`config.mk`:
```
export PLATFORM = sky130hd
export DESIGN_NAME = matrix_3x3_gen_8bit_flat
export DESIGN_NICKNAME = d
export VERILOG_FILES = /design/src/rtl/matrix_3x3_gen_8bit_if.sv /design/src/rtl/matrix_3x3_gen_8bit.sv /design/src/flat_wrapper.sv
export SDC_FILE = /design/constraint.sdc
export NUM_CORES = 1
export LEC_CHECK = 0
export BUFFER_PORTS_ARGS = -buffer_cell sky130_fd_sc_hd__clkbuf_2
export CORE_MARGIN = 5
export CORE_UTILIZATION = 57
export DETAILED_ROUTE_END_ITERATION = 16
export PLACE_DENSITY_LB_ADDON = 0.08
export SYNTH_ARGS = -nofsm -noshare
export SYNTH_HDL_FRONTEND = slang
export SYNTH_SLANG_ARGS = --single-unit
```
`constraint.sdc`:
```
create_clock -name clock -period 8 [get_ports clock]
set_input_delay 0 -clock clock [delete_from_list [all_inputs] [get_ports clock]]
set_output_delay 0 -clock clock [all_outputs]
set_load 0.01 [all_outputs]
```
`src/rtl/matrix_3x3_gen_8bit_if.sv`:
```
// Pixel-stream bundle between the Sobel line-buffer stage and the 3x3 window generator.
interface matrix_3x3_gen_8bit_if;
    logic       pre_frame_vsync;
    logic       pre_frame_href;
    logic       pre_frame_clken;
    logic [7:0] pre_img_y;
    logic [7:0] taps0x;
    logic [7:0] taps1x;
    logic       post_frame_vsync;
    logic       post_frame_href;
    logic       post_frame_clken;
    logic [7:0] matrix_p11, matrix_p12, matrix_p13;
    logic [7:0] matrix_p21, matrix_p22, matrix_p23;
    logic [7:0] matrix_p31, matrix_p32, matrix_p33;

    // Upstream side: drives the live stream and line-buffer taps, receives the window.
    modport master (
        output pre_frame_vsync, pre_frame_href, pre_frame_clken, pre_img_y, taps0x, taps1x,
        input  post_frame_vsync, post_frame_href, post_frame_clken,
        input  matrix_p11, matrix_p12, matrix_p13,
        input  matrix_p21, matrix_p22, matrix_p23,
        input  matrix_p31, matrix_p32, matrix_p33
    );

    // Window generator side.
    modport slave (
        input  pre_frame_vsync, pre_frame_href, pre_frame_clken, pre_img_y, taps0x, taps1x,
        output post_frame_vsync, post_frame_href, post_frame_clken,
        output matrix_p11, matrix_p12, matrix_p13,
        output matrix_p21, matrix_p22, matrix_p23,
        output matrix_p31, matrix_p32, matrix_p33
    );
endinterface

```
`src/rtl/matrix_3x3_gen_8bit.sv`:
```
// 3x3 neighbourhood window generator for the Sobel path.
// Stage 1 registers the live pixel and frame controls so they line up with the
// line-buffer taps (one read-latency later); stage 2 shifts the window and
// replicates the top two rows and the left column at frame/line starts.
module matrix_3x3_gen_8bit #(
    parameter int unsigned COL_W = 10
) (
    input logic                   clock,
    input logic                   reset,
    matrix_3x3_gen_8bit_if.slave  bus
);

    localparam logic [COL_W-1:0] COL_ONE = {{(COL_W-1){1'b0}}, 1'b1};

    // Stage 1
    logic [7:0]       img_y_q, img_y_d;
    logic             clken_q, clken_d;
    logic             href_q, href_d;
    logic             vsync_q, vsync_d;
    logic             first_col_q, first_col_d;
    logic [1:0]       row_sel_q, row_sel_d;

    // Position counters
    logic [COL_W-1:0] col_cnt_q, col_cnt_d;
    logic [1:0]       row_cnt_q, row_cnt_d;

    // Stage 2
    logic             post_clken_q, post_clken_d;
    logic             post_href_q, post_href_d;
    logic             post_vsync_q, post_vsync_d;
    logic [2:0][2:0][7:0] win_q, win_d;   // [row: 0=top][col: 0=oldest]

    logic [2:0][7:0]  src;                // new column per row: 0=top, 2=bottom

    // Next-state logic for counters, stage-1 alignment and the window shift.
    always_comb begin
        img_y_d      = bus.pre_img_y;
        clken_d      = bus.pre_frame_clken;
        href_d       = bus.pre_frame_href;
        vsync_d      = bus.pre_frame_vsync;
        first_col_d  = (col_cnt_q == '0);
        row_sel_d    = (row_cnt_q >= 2'd2) ? 2'd2 : row_cnt_q;

        col_cnt_d = col_cnt_q;
        if (!bus.pre_frame_href) begin
            col_cnt_d = '0;
        end else if (bus.pre_frame_clken && (col_cnt_q != '1)) begin
            col_cnt_d = col_cnt_q + COL_ONE;
        end

        // Frame-start clear takes priority over a coincident end-of-line increment.
        row_cnt_d = row_cnt_q;
        if (bus.pre_frame_vsync && !vsync_q) begin
            row_cnt_d = 2'd0;
        end else if (href_q && !bus.pre_frame_href && (row_cnt_q != 2'd2)) begin
            row_cnt_d = row_cnt_q + 2'd1;
        end

        // Rows not yet available in the line buffer copy the row below them.
        src[2] = img_y_q;
        src[1] = (row_sel_q >= 2'd1) ? bus.taps0x : src[2];
        src[0] = (row_sel_q == 2'd2) ? bus.taps1x : src[1];

        win_d = win_q;
        if (clken_q) begin
            for (int unsigned r = 0; r < 3; r++) begin
                if (first_col_q) begin
                    win_d[r][0] = src[r];
                    win_d[r][1] = src[r];
                    win_d[r][2] = src[r];
                end else begin
                    win_d[r][0] = win_q[r][1];
                    win_d[r][1] = win_q[r][2];
                    win_d[r][2] = src[r];
                end
            end
        end

        post_clken_d = clken_q;
        post_href_d  = href_q;
        post_vsync_d = vsync_q;
    end

    // All pipeline state; reset empties the pipeline immediately.
    always_ff @(posedge clock or posedge reset) begin
        if (reset) begin
            img_y_q      <= '0;
            clken_q      <= 1'b0;
            href_q       <= 1'b0;
            vsync_q      <= 1'b0;
            first_col_q  <= 1'b0;
            row_sel_q    <= '0;
            col_cnt_q    <= '0;
            row_cnt_q    <= '0;
            post_clken_q <= 1'b0;
            post_href_q  <= 1'b0;
            post_vsync_q <= 1'b0;
            win_q        <= '0;
        end else begin
            img_y_q      <= img_y_d;
            clken_q      <= clken_d;
            href_q       <= href_d;
            vsync_q      <= vsync_d;
            first_col_q  <= first_col_d;
            row_sel_q    <= row_sel_d;
            col_cnt_q    <= col_cnt_d;
            row_cnt_q    <= row_cnt_d;
            post_clken_q <= post_clken_d;
            post_href_q  <= post_href_d;
            post_vsync_q <= post_vsync_d;
            win_q        <= win_d;
        end
    end

    assign bus.post_frame_vsync = post_vsync_q;
    assign bus.post_frame_href  = post_href_q;
    assign bus.post_frame_clken = post_clken_q;
    assign bus.matrix_p11 = win_q[0][0];
    assign bus.matrix_p12 = win_q[0][1];
    assign bus.matrix_p13 = win_q[0][2];
    assign bus.matrix_p21 = win_q[1][0];
    assign bus.matrix_p22 = win_q[1][1];
    assign bus.matrix_p23 = win_q[1][2];
    assign bus.matrix_p31 = win_q[2][0];
    assign bus.matrix_p32 = win_q[2][1];
    assign bus.matrix_p33 = win_q[2][2];

endmodule
```
`src/flat_wrapper.sv`:
```
// flat-port wrapper written by rule: the top's interface ports become plain ports
module matrix_3x3_gen_8bit_flat 
#(
    parameter int unsigned COL_W = 10
)
  (clock, reset, bus_pre_frame_vsync, bus_pre_frame_href, bus_pre_frame_clken, bus_pre_img_y, bus_taps0x, bus_taps1x, bus_post_frame_vsync, bus_post_frame_href, bus_post_frame_clken, bus_matrix_p11, bus_matrix_p12, bus_matrix_p13, bus_matrix_p21, bus_matrix_p22, bus_matrix_p23, bus_matrix_p31, bus_matrix_p32, bus_matrix_p33);
  matrix_3x3_gen_8bit_if bus_i ();
  input logic clock;
  input logic reset;
  input wire logic [$bits(bus_i.pre_frame_vsync)-1:0] bus_pre_frame_vsync;
  input wire logic [$bits(bus_i.pre_frame_href)-1:0] bus_pre_frame_href;
  input wire logic [$bits(bus_i.pre_frame_clken)-1:0] bus_pre_frame_clken;
  input wire logic [$bits(bus_i.pre_img_y)-1:0] bus_pre_img_y;
  input wire logic [$bits(bus_i.taps0x)-1:0] bus_taps0x;
  input wire logic [$bits(bus_i.taps1x)-1:0] bus_taps1x;
  output wire logic [$bits(bus_i.post_frame_vsync)-1:0] bus_post_frame_vsync;
  output wire logic [$bits(bus_i.post_frame_href)-1:0] bus_post_frame_href;
  output wire logic [$bits(bus_i.post_frame_clken)-1:0] bus_post_frame_clken;
  output wire logic [$bits(bus_i.matrix_p11)-1:0] bus_matrix_p11;
  output wire logic [$bits(bus_i.matrix_p12)-1:0] bus_matrix_p12;
  output wire logic [$bits(bus_i.matrix_p13)-1:0] bus_matrix_p13;
  output wire logic [$bits(bus_i.matrix_p21)-1:0] bus_matrix_p21;
  output wire logic [$bits(bus_i.matrix_p22)-1:0] bus_matrix_p22;
  output wire logic [$bits(bus_i.matrix_p23)-1:0] bus_matrix_p23;
  output wire logic [$bits(bus_i.matrix_p31)-1:0] bus_matrix_p31;
  output wire logic [$bits(bus_i.matrix_p32)-1:0] bus_matrix_p32;
  output wire logic [$bits(bus_i.matrix_p33)-1:0] bus_matrix_p33;
  assign bus_i.pre_frame_vsync = bus_pre_frame_vsync;
  assign bus_i.pre_frame_href = bus_pre_frame_href;
  assign bus_i.pre_frame_clken = bus_pre_frame_clken;
  assign bus_i.pre_img_y = bus_pre_img_y;
  assign bus_i.taps0x = bus_taps0x;
  assign bus_i.taps1x = bus_taps1x;
  assign bus_post_frame_vsync = bus_i.post_frame_vsync;
  assign bus_post_frame_href = bus_i.post_frame_href;
  assign bus_post_frame_clken = bus_i.post_frame_clken;
  assign bus_matrix_p11 = bus_i.matrix_p11;
  assign bus_matrix_p12 = bus_i.matrix_p12;
  assign bus_matrix_p13 = bus_i.matrix_p13;
  assign bus_matrix_p21 = bus_i.matrix_p21;
  assign bus_matrix_p22 = bus_i.matrix_p22;
  assign bus_matrix_p23 = bus_i.matrix_p23;
  assign bus_matrix_p31 = bus_i.matrix_p31;
  assign bus_matrix_p32 = bus_i.matrix_p32;
  assign bus_matrix_p33 = bus_i.matrix_p33;
  matrix_3x3_gen_8bit #(.COL_W(COL_W)) u_core (.clock(clock), .reset(reset), .bus(bus_i));
endmodule
```
==> impl_metrics.toml, run 1 <==
[status]
outcome = "finished, final reports clean"

[worst_setup_path]
timing.rr.end = "u_core.bus.matrix_p33[2]"
arrival_ps = 2230
end_kind = "register"
required_ps = 8240
cp_num_cells = 2
cp_max_fo = 90
reg2reg_slack_ps = 6010
reg2reg_from = "u_core.clken_q"
worstRegToRegCells = 2
path_cells = "buf_4 > mux2_2"
crit_path_top_delay_cell = "buf_4"
critPathBufInv = 1
slowest_delay_ps = 730
startpoint_type = "register"
cp_top_family = "buffers and inverters"
path_class = "reg -> reg"

[hold_path]
hold_depth = 4
min-delay-start = "bus_taps1x[5]"
hold_end = "u_core.bus.matrix_p13[5]"
holdCritPathClass = "in -> reg"

[die]
die_area_sq_mm = 0.01018
dieHeight_microns = 100.9
io_pins = 104
chipWidth_microns = 100.9
initial_core_util = 0.5788
rows = 33
core_sq_mm = 0.008134

[logic_synthesis]
ys_warn_count = 0
ys_types = 41
synth_edf_count = 0
syn-num-nets = 493
syn_inst = 460
ys_async_sr_fraction = 1.000
synth_ff_type = "dfrtp_1"
syn-cell-area_sq_mm = 0.004708
syn_avg_cell_area_sq_um = 10.24
yosysSeqAreaShare = 0.5368
synth_seq_cells = 101

[power]
powerDensity_mw_per_mm2 = 291.0
ir_drop_mv = 0.1359
power_leakage_nw = 2.575
total_power_mw = 1.622

[finish]
finalNetCount = 593
drive_gt1_frac = 0.2602
antenna_cells = 0
area_delta_synth_final_pct = 18.42
utilization = 0.6854

[routing]
dr.first_iter.drc_count = 144
remaining_drc_errors = 0
vias = 3778
detail_route.wl_per_cell_microns = 16.32
ant_nets = 0
dr.pass1.iters = 5
routed_via_density = 5.639
wl_mm = 10.93

[sta]
maxSlewHeadroom = 0.1935
rsz0062_at_grt = "false"
timing.setup.tns_ps = 0
min_period_ps = 1986
hold_viol_final = 0
timing.final.crit_share = 0.2482
fin_skew_ps = 7.298
worst_slew_pin_slew_ps = 1210
fmax_ghz = 0.5036
maxSlewViolCount = 0
setup_violations = 0
hold_slack_ps = 52.84
setup_ws_ps = 6014

[grt]
grtUsageTotal = 0.2216
grt_pass1_wl_mm = 17.73
grt_max_degree = 91
grt_antenna_before_repair = 0
grt_pass1_vias = 3601
overflow = 0

[job]
cap_violations = 0

[cts]
cts-root-buf = "clkbuf_8"
clk_pin_slew_ps = 90
clockBufferDepth = 2
tritoncts = "done"
post_cts_buffers = 0
clock_latency_ps = 360
numCtsBuffers = 9
clock_tree.htree_level_count = 3
clock-sinks = 101

[placement]
place.gp.congestion = 0.8163
port_buffers = 103
dp_slack_ps = 6048
dp_hpwl_mm = 7.392
-- power breakdown --
part           internal, mW  total (mW)  switching (mW)
logic                 0.249       0.534           0.285
registers             0.641       0.794           0.153
clock network         0.129       0.294           0.165
total                  1.02        1.62           0.603
-- final cells by class --
cell class / count / area, sq um
fillers: 640 / 2559
clock inverters: 4 / 22.52
multi-input cells: 282 / 1843
inverters: 40 / 152.6
clock buffers: 12 / 155.1
repair buffers: 126 / 738.2
well taps: 105 / 131.4
flip-flops and latches: 101 / 2532
-- metal layers --
metal	GRT usage	wire, microns	vias up
met5	0	0	-
met4	0.06839	136	0
met3	0.04014	657	10
met2	0.3615	5209	117
met1	0.3019	4929	1823
li1	-	-	1828
-- synthesized netlist by cell type (6+ instances only) --
library cell	instances	area, sq um
nand3_1	6	30.03
nor2_1	43	161.4
a31oi_1	28	175.2
mux2i_1	17	170.2
o21ai_0	35	175.2
dfrtp_1	101	2527
o311a_1	8	80.08
inv_1	40	150.1
a21oi_1	20	100.1
mux2_2	16	180.2
o211ai_1	15	112.6
nand2b_1	25	156.4
buf_2	12	60.06
nand2_1	14	52.55
clkbuf_1	14	52.55
o22ai_1	16	100.1
-- placed cells by master (no fill, tap or decap), drive strengths merged, types with 3 or more instances in the layout --
cell,netlist,routed
a211oi,4,4
a21oi,20,20
a31oi,28,28
and4,3,3
buf,20,3
clkbuf,17,115
clkinv,0,3
dfrtp,101,101
dlygate4sd3,0,20
ha,4,4
inv,40,40
mux2,16,16
mux2i,17,17
nand2,14,14
nand2b,25,25
nand3,6,6
nand3b,3,3
nor2,44,44
o211ai,17,17
o21ai,35,35
o22ai,16,16
o311a,8,8
-- through the flow --
step           std cells  area, sq um
4_1_cts              670         5575
5_1_grt              670         5575
3_3_place_gp         634         5197
2_1_floorplan        460         4708
3_5_place_dp         634         5197
6_report             670         5575
-- registers in the layout, summed over array words and instances, names as in the netlist, 8 cells and up --
register               cells
u_core.bus.matrix_p12      8
u_core.bus.matrix_p22      8
u_core.img_y_q             8
u_core.bus.matrix_p21      8
u_core.bus.matrix_p13      8
u_core.bus.matrix_p33      8
u_core.bus.matrix_p31      8
u_core.col_cnt_q          10
u_core.bus.matrix_p32      8
u_core.bus.matrix_p11      8
u_core.bus.matrix_p23      8
-- how the worst max path moves through the flow --
stage	end	slack (ps)	from
CTS	u_core.bus.matrix_p33[2]	6030	u_core.clken_q
detailed placement	u_core.bus.matrix_p33[2]	6050	u_core.clken_q
floorplan	u_core.bus.matrix_p11[0]	5350	reset
global placement	u_core.bus.matrix_p33[4]	6100	u_core.clken_q
global route	u_core.bus.matrix_p33[2]	5900	u_core.clken_q
finish	u_core.bus.matrix_p33[2]	6010	u_core.clken_q
-- tightest hold or removal path, cell delays in order --
cell,delay (ps)
clkbuf_2,80
mux2_2,150
o211ai_1,70
o21ai_0,70
-- kinds of logic (layout without fill, tap and decap cells) --
group / count (synthesis) / count (layout) / synth area share
AND/OR/NAND/NOR: 106 / 106 / 0.1124
flip-flops: 101 / 101 / 0.5368
adder cells (fa/ha/maj): 4 / 4 / 0.01063
XOR/XNOR: 1 / 1 / 0.001861
multiplexers: 33 / 33 / 0.07441
AO/OA/AOI/OAI: 138 / 138 / 0.1921
buffers and inverters: 77 / 182 / 0.07175
-- what timing repair did --
item,CTS,global route
hold buffers,20,0
hold endpoints to repair,63,0
gates resized for setup,0,0
(Power assumes the default switching activity.)
==> run 2, diff against run 1 <==
--- a/config.mk
+++ b/config.mk
@@ -7,7 +7,7 @@
 export LEC_CHECK = 0
 export BUFFER_PORTS_ARGS = -buffer_cell sky130_fd_sc_hd__clkbuf_2
 export CORE_MARGIN = 5
-export CORE_UTILIZATION = 57
+export CORE_UTILIZATION = 54
 export DETAILED_ROUTE_END_ITERATION = 16
 export PLACE_DENSITY_LB_ADDON = 0.08
 export SYNTH_ARGS = -nofsm -noshare
==> constraint.sdc (replaced) <==
create_clock -name clock -period 2 [get_ports clock]
set_input_delay 0 -clock clock [delete_from_list [all_inputs] [get_ports clock]]
set_output_delay 0 -clock clock [all_outputs]
set_load 0.01 [all_outputs]
==> run 2 against run 1 <==
Final cell count increased by 1.3%. Routed wire length decreased by 1.4%. Worst setup slack got worse by 5800 ps. Non-clock buffer count increased by 6. Critical path depth increased by 2. Largest cell class unchanged. Largest power group unchanged.
==> impl_metrics.toml, run 2 (synthesized netlist as in run 1, its figures left out) <==
[status]
outcome = "finished, final reports clean"

[grt]
grtUsageMet3 = 0.03756
grt_pass1_wl_mm = 17.91
met1_usage = 0.3195
overflow = 0
grt_util_met2 = 0.3206
busiest_layer = "met2"
grt_pass1_vias = 3539
grt_antenna_before_repair = 0
grtUsageTotal = 0.2167
grt_max_degree = 102

[hold_path]
holdCritPathClass = "in -> reg"

[worst_setup_path]
path_cells = "ha_1 > nand4_1 > o311ai_0 > o41ai_1"
cp_top_family = "compound AO/OA/AOI/OAI gates"
slowest_delay_ps = 460
crit_path_top_delay_cell = "dfrtp_1"
cp_max_fo = 10
required_ps = 2230
arrival_ps = 1970
critPathBufInv = 0
path_class = "reg -> reg"
startpoint_type = "register"
end_kind = "register"

[sta]
timing.setup.tns_ps = 0
fmax_ghz = 0.5755
setup_ws_ps = 262.3
worst_slew_pin_slew_ps = 544.4
hold_slack_ps = 26.88
maxSlewViolCount = 0
min_period_ps = 1738
fin_skew_ps = 16.81
maxSlewHeadroom = 0.6371
setup_violations = 0
hold_viol_final = 0
rsz0062_at_grt = "false"
timing.final.crit_share = 0.8689

[routing]
ant_nets = 0
wl_mm = 10.78
dr.first_iter.drc_count = 143
dr.pass1.iters = 4
vias = 3703
detail_route.wl_per_cell_microns = 15.87
remaining_drc_errors = 0
routed_via_density = 5.454

[finish]
seqCellArea_sq_mm = 0.002532
area_delta_synth_final_pct = 20.78
finalNetCount = 599
largest_register = "u_core.col_cnt_q"
layoutNonFillerInstCount = 679
antenna_cells = 0
mostFrequentLayoutCells = "clkbuf_2, dfrtp_1, nor2_1, inv_1, o21ai_0"
drive_gt1_frac = 0.2680
final_common_cell = "clkbuf_2"
largest_reg_flops = 10
multi_input_area_sq_mm = 0.001843
n_fill_cell = 675

[die]
die_area_sq_mm = 0.01069
dieHeight_microns = 103.4
io_pins = 104
core_sq_mm = 0.008593
chipWidth_microns = 103.4
rows = 34
initial_core_util = 0.5479

[placement]
dp_hpwl_mm = 7.328
port_buffers = 103
dp_slack_ps = 290.3
place.gp.congestion = 0.8349
dp_cells = 643

[cts]
numCtsBuffers = 9
clock-sinks = 101
clock_tree.htree_level_count = 3
clockBufferDepth = 2
tritoncts = "done"
clock_latency_ps = 370
clk_pin_slew_ps = 100
cts-root-buf = "clkbuf_8"
post_cts_buffers = 0

[power]
powerDensity_mw_per_mm2 = 1175
total_power_mw = 6.681
ir_drop_mv = 0.6422
power_leakage_nw = 2.621

[job]
cap_violations = 0
## run 2: changes by cell type in the layout (fill, tap and decap cells not counted), moves of 2 or more
cell / delta
clkinv_4: +2
buf_12: +3
buf_4: +3
clkinv_2: -2
## run 2: report_power, final
part           leakage (nW)  total, mW  switching, mW  internal (mW)
registers              1.19       3.02          0.451           2.57
clock network        0.0995       1.32          0.703          0.616
logic                  1.33       2.34           1.30           1.05
## run 2: worst register-to-register path, cell delays in order, from the launching register on
cell and delay, ps:
dfrtp_1 460, ha_1 430, nand4_1 220, o311ai_0 370, o41ai_1 130
## run 2: what timing repair did
action | 4_1_cts | 5_1_grt
setup endpoints to repair | 0 | 0
hold buffers | 20 | 0
resized for setup | 0 | 0
hold endpoints to repair | 121 | 0
## run 2: routing by layer
metal | vias to the layer above | routed length (microns) | part of all wire
li1 | 1841 | - | -
met1 | 1743 | 5026 | 0.47
met2 | 104 | 4938 | 0.46
met3 | 15 | 598 | 0.055
met4 | 0 | 216 | 0.020
met5 | - | 0 | 0
## run 2: path summary, 6_finish.rpt
| check | depth (start not counted) | to | from | slack (ps) |
|---|---|---|---|---|
| setup reg to reg | 4 | u_core.col_cnt_q[8] | u_core.col_cnt_q[0] | 260 |
| min in group asynchronous | 4 | u_core.bus.matrix_p31[4] | reset | 290 |
| max in group asynchronous | 4 | u_core.first_col_q | reset | 1240 |
| setup / recovery | 4 | u_core.col_cnt_q[8] | u_core.col_cnt_q[0] | 260 |
| hold reg to reg | 0 | u_core.bus.post_frame_vsync | u_core.post_vsync_d | 390 |
| hold / removal | 4 | u_core.bus.matrix_p13[3] | bus_taps1x[3] | 30 |
## run 2: area by class of cell
class                           instances  share of cell area
Tap cell                              108             0.02376
Clock buffer                           11             0.02486
Sequential cell                       101              0.4453
Inverter                               40             0.02706
Multi-Input combinational cell        282              0.3241
Timing Repair Buffer                  132              0.1443
Clock inverter                          5             0.01056
## run 2: metrics by stage
step                  util  cell area, sq um
detailed placement  0.6150              5285
global route        0.6618              5687
CTS                 0.6618              5687
floorplan                -              4712
global placement    0.6150              5285
finish              0.6618              5687
==> run 3, diff against run 2 <==
--- a/config.mk
+++ b/config.mk
@@ -5,11 +5,11 @@
 export SDC_FILE = /design/constraint.sdc
 export NUM_CORES = 1
 export LEC_CHECK = 0
-export BUFFER_PORTS_ARGS = -buffer_cell sky130_fd_sc_hd__clkbuf_2
-export CORE_MARGIN = 5
+export BUFFER_PORTS_ARGS = -buffer_cell sky130_fd_sc_hd__buf_2
 export CORE_UTILIZATION = 54
 export DETAILED_ROUTE_END_ITERATION = 16
 export PLACE_DENSITY_LB_ADDON = 0.08
+export REMOVE_ABC_BUFFERS = 1
 export SYNTH_ARGS = -nofsm -noshare
 export SYNTH_HDL_FRONTEND = slang
 export SYNTH_SLANG_ARGS = --single-unit
==> run 3 against run 2 <==
Sequential share of layout area decreased by 0.39 points. Maximum frequency up 15%. Clock-buffer cell count decreased by 2. Critical path depth increased by 1. Critical path type unchanged. Clock power up 5%. Largest cell class unchanged. First-iteration DRC count increased by 57%. Final cell count grew 0.15%. Register-to-register slack improved by 220 ps.
==> impl_metrics.toml, run 3 (synthesized netlist as in run 1, its figures left out) <==
[routing]
remaining_drc_errors = 0
ant_nets = 0
wl_mm = 10.08
dr.pass1.iters = 4
detail_route.wl_per_cell_microns = 14.82
dr.first_iter.drc_count = 224
vias = 3728
routed_via_density = 5.482

[sta]
min_period_ps = 1516
worst_slew_pin_slew_ps = 618.0
maxSlewViolCount = 0
timing.final.crit_share = 0.7580
setup_violations = 0
hold_slack_ps = 36.28
rsz0062_at_grt = "false"
hold_viol_final = 0
timing.setup.tns_ps = 0
maxSlewHeadroom = 0.5880
setup_ws_ps = 483.9
fmax_ghz = 0.6596
fin_skew_ps = 12.09

[worst_setup_path]
reg2reg_slack_ps = 480
worstRegToRegCells = 5
required_ps = 2280
path_cells = "inv_1 > ha_1 > nor3b_1 > nor2_1 > a211oi_1"
crit_path_top_delay_cell = "dfrtp_1"
path_class = "reg -> reg"
end_kind = "register"
timing.rr.end = "u_core.row_cnt_q[1]"
reg2reg_from = "u_core.row_cnt_q[0]"
arrival_ps = 1800
startpoint_type = "register"
slowest_delay_ps = 410
cp_max_fo = 3

[cts]
cts-root-buf = "clkbuf_8"
tritoncts = "done"
clk_pin_slew_ps = 110
clock_tree.htree_level_count = 3
clock-sinks = 101
post_cts_buffers = 0
clock_latency_ps = 370
clockBufferDepth = 2
numCtsBuffers = 9

[die]
core_sq_mm = 0.008341
die_area_sq_mm = 0.009096
dieHeight_microns = 95.38
io_pins = 104
rows = 33
initial_core_util = 0.5645
chipWidth_microns = 95.38

[placement]
dp_cells = 644
dp_slack_ps = 538.3
dpl_cell_area_sq_mm = 0.005323
place.gp.congestion = 0.8539
port_buffers = 103
dp_hpwl_mm = 6.720

[finish]
layoutNonFillerInstCount = 680
antenna_cells = 0
largest_reg_flops = 10
post-route-cell-area_sq_mm = 0.005737
largest_register = "u_core.col_cnt_q"
final_common_cell = "buf_2"
finalNetCount = 603
utilization = 0.6878
area_delta_synth_final_pct = 21.84
mostFrequentLayoutCells = "buf_2, dfrtp_1, nor2_1, inv_1, o21ai_0"
drive_gt1_frac = 0.2748

[hold_path]
min-delay-start = "bus_taps1x[1]"
hold_depth = 4
hold_end = "u_core.bus.matrix_p13[1]"
holdCritPathClass = "in -> reg"

[power]
p_sw_frac = 0.3718
p_clk_frac = 0.204
power.switching_mw = 2.509
powerDensity_mw_per_mm2 = 1176
p_int_mw = 4.239
total_power_mw = 6.748
ir_drop_mv = 0.5959
seqPwrFrac = 0.442
pwr-share-comb = 0.354
power_leakage_nw = 2.634

[grt]
grt_pass1_wl_mm = 16.17
overflow = 0
grt_pass1_vias = 3409
grtUsageTotal = 0.2311
grt_antenna_before_repair = 0
grt_max_degree = 49

[status]
outcome = "finished, final reports clean"

[job]
cap_violations = 0
[run 3: worst max path at each step]
| stage | to | slack (ps) | startpoint |
|---|---|---|---|
| after floorplan | u_core.bus.matrix_p33[0] | -810 | u_core.clken_q |
| after global placement | u_core.bus.matrix_p11[5] | 570 | u_core.row_sel_q[1] |
| after detailed placement | u_core.bus.matrix_p11[5] | 540 | u_core.row_sel_q[1] |
| after CTS | u_core.row_cnt_q[1] | 510 | u_core.row_cnt_q[0] |
| after global routing | u_core.col_cnt_q[8] | 370 | u_core.col_cnt_q[0] |
| final | u_core.row_cnt_q[1] | 480 | u_core.row_cnt_q[0] |
[run 3: power groups by stage]
stage                     logic, mW  registers, mW  clock network (mW)
after floorplan                1.05           3.38                   0
after global placement         2.30           2.99                   0
after detailed placement       2.37           3.02                   0
after CTS                      2.41           2.98                1.43
after global routing           2.67           3.06                1.49
final                          2.39           2.98                1.38
[run 3: layout make-up]
type                       instances  area (sq um)
clock buffer                       9         123.9
multi-input combinational        282          1843
inverter                          40         152.6
clock inverter                     7         90.09
tap                              105         131.4
fill                             682          2604
sequential                       101          2532
timing repair buffer             136         863.3
[run 3: what timing repair did]
item / CTS / global route
hold buffers: 20 / 0
resized for setup: 0 / 0
hold endpoints to repair: 70 / 0
[run 3: critical path: cells and delay by family, from the launching register on]
kind | cells | cell delay [ps]
simple gates | 2 | 510
flops | 1 | 410
compound gates | 1 | 240
fa+ha+maj | 1 | 210
buf+inv | 1 | 60
[run 3: metal layers]
layer	routed length, microns	GRT usage	share of wire	up-vias
li1	-	-	-	1847
met5	0	0	0	-
met4	68	0.06716	0.0067	0
met1	4639	0.3025	0.46	1791
met2	4858	0.3857	0.48	84
met3	511	0.05104	0.051	6
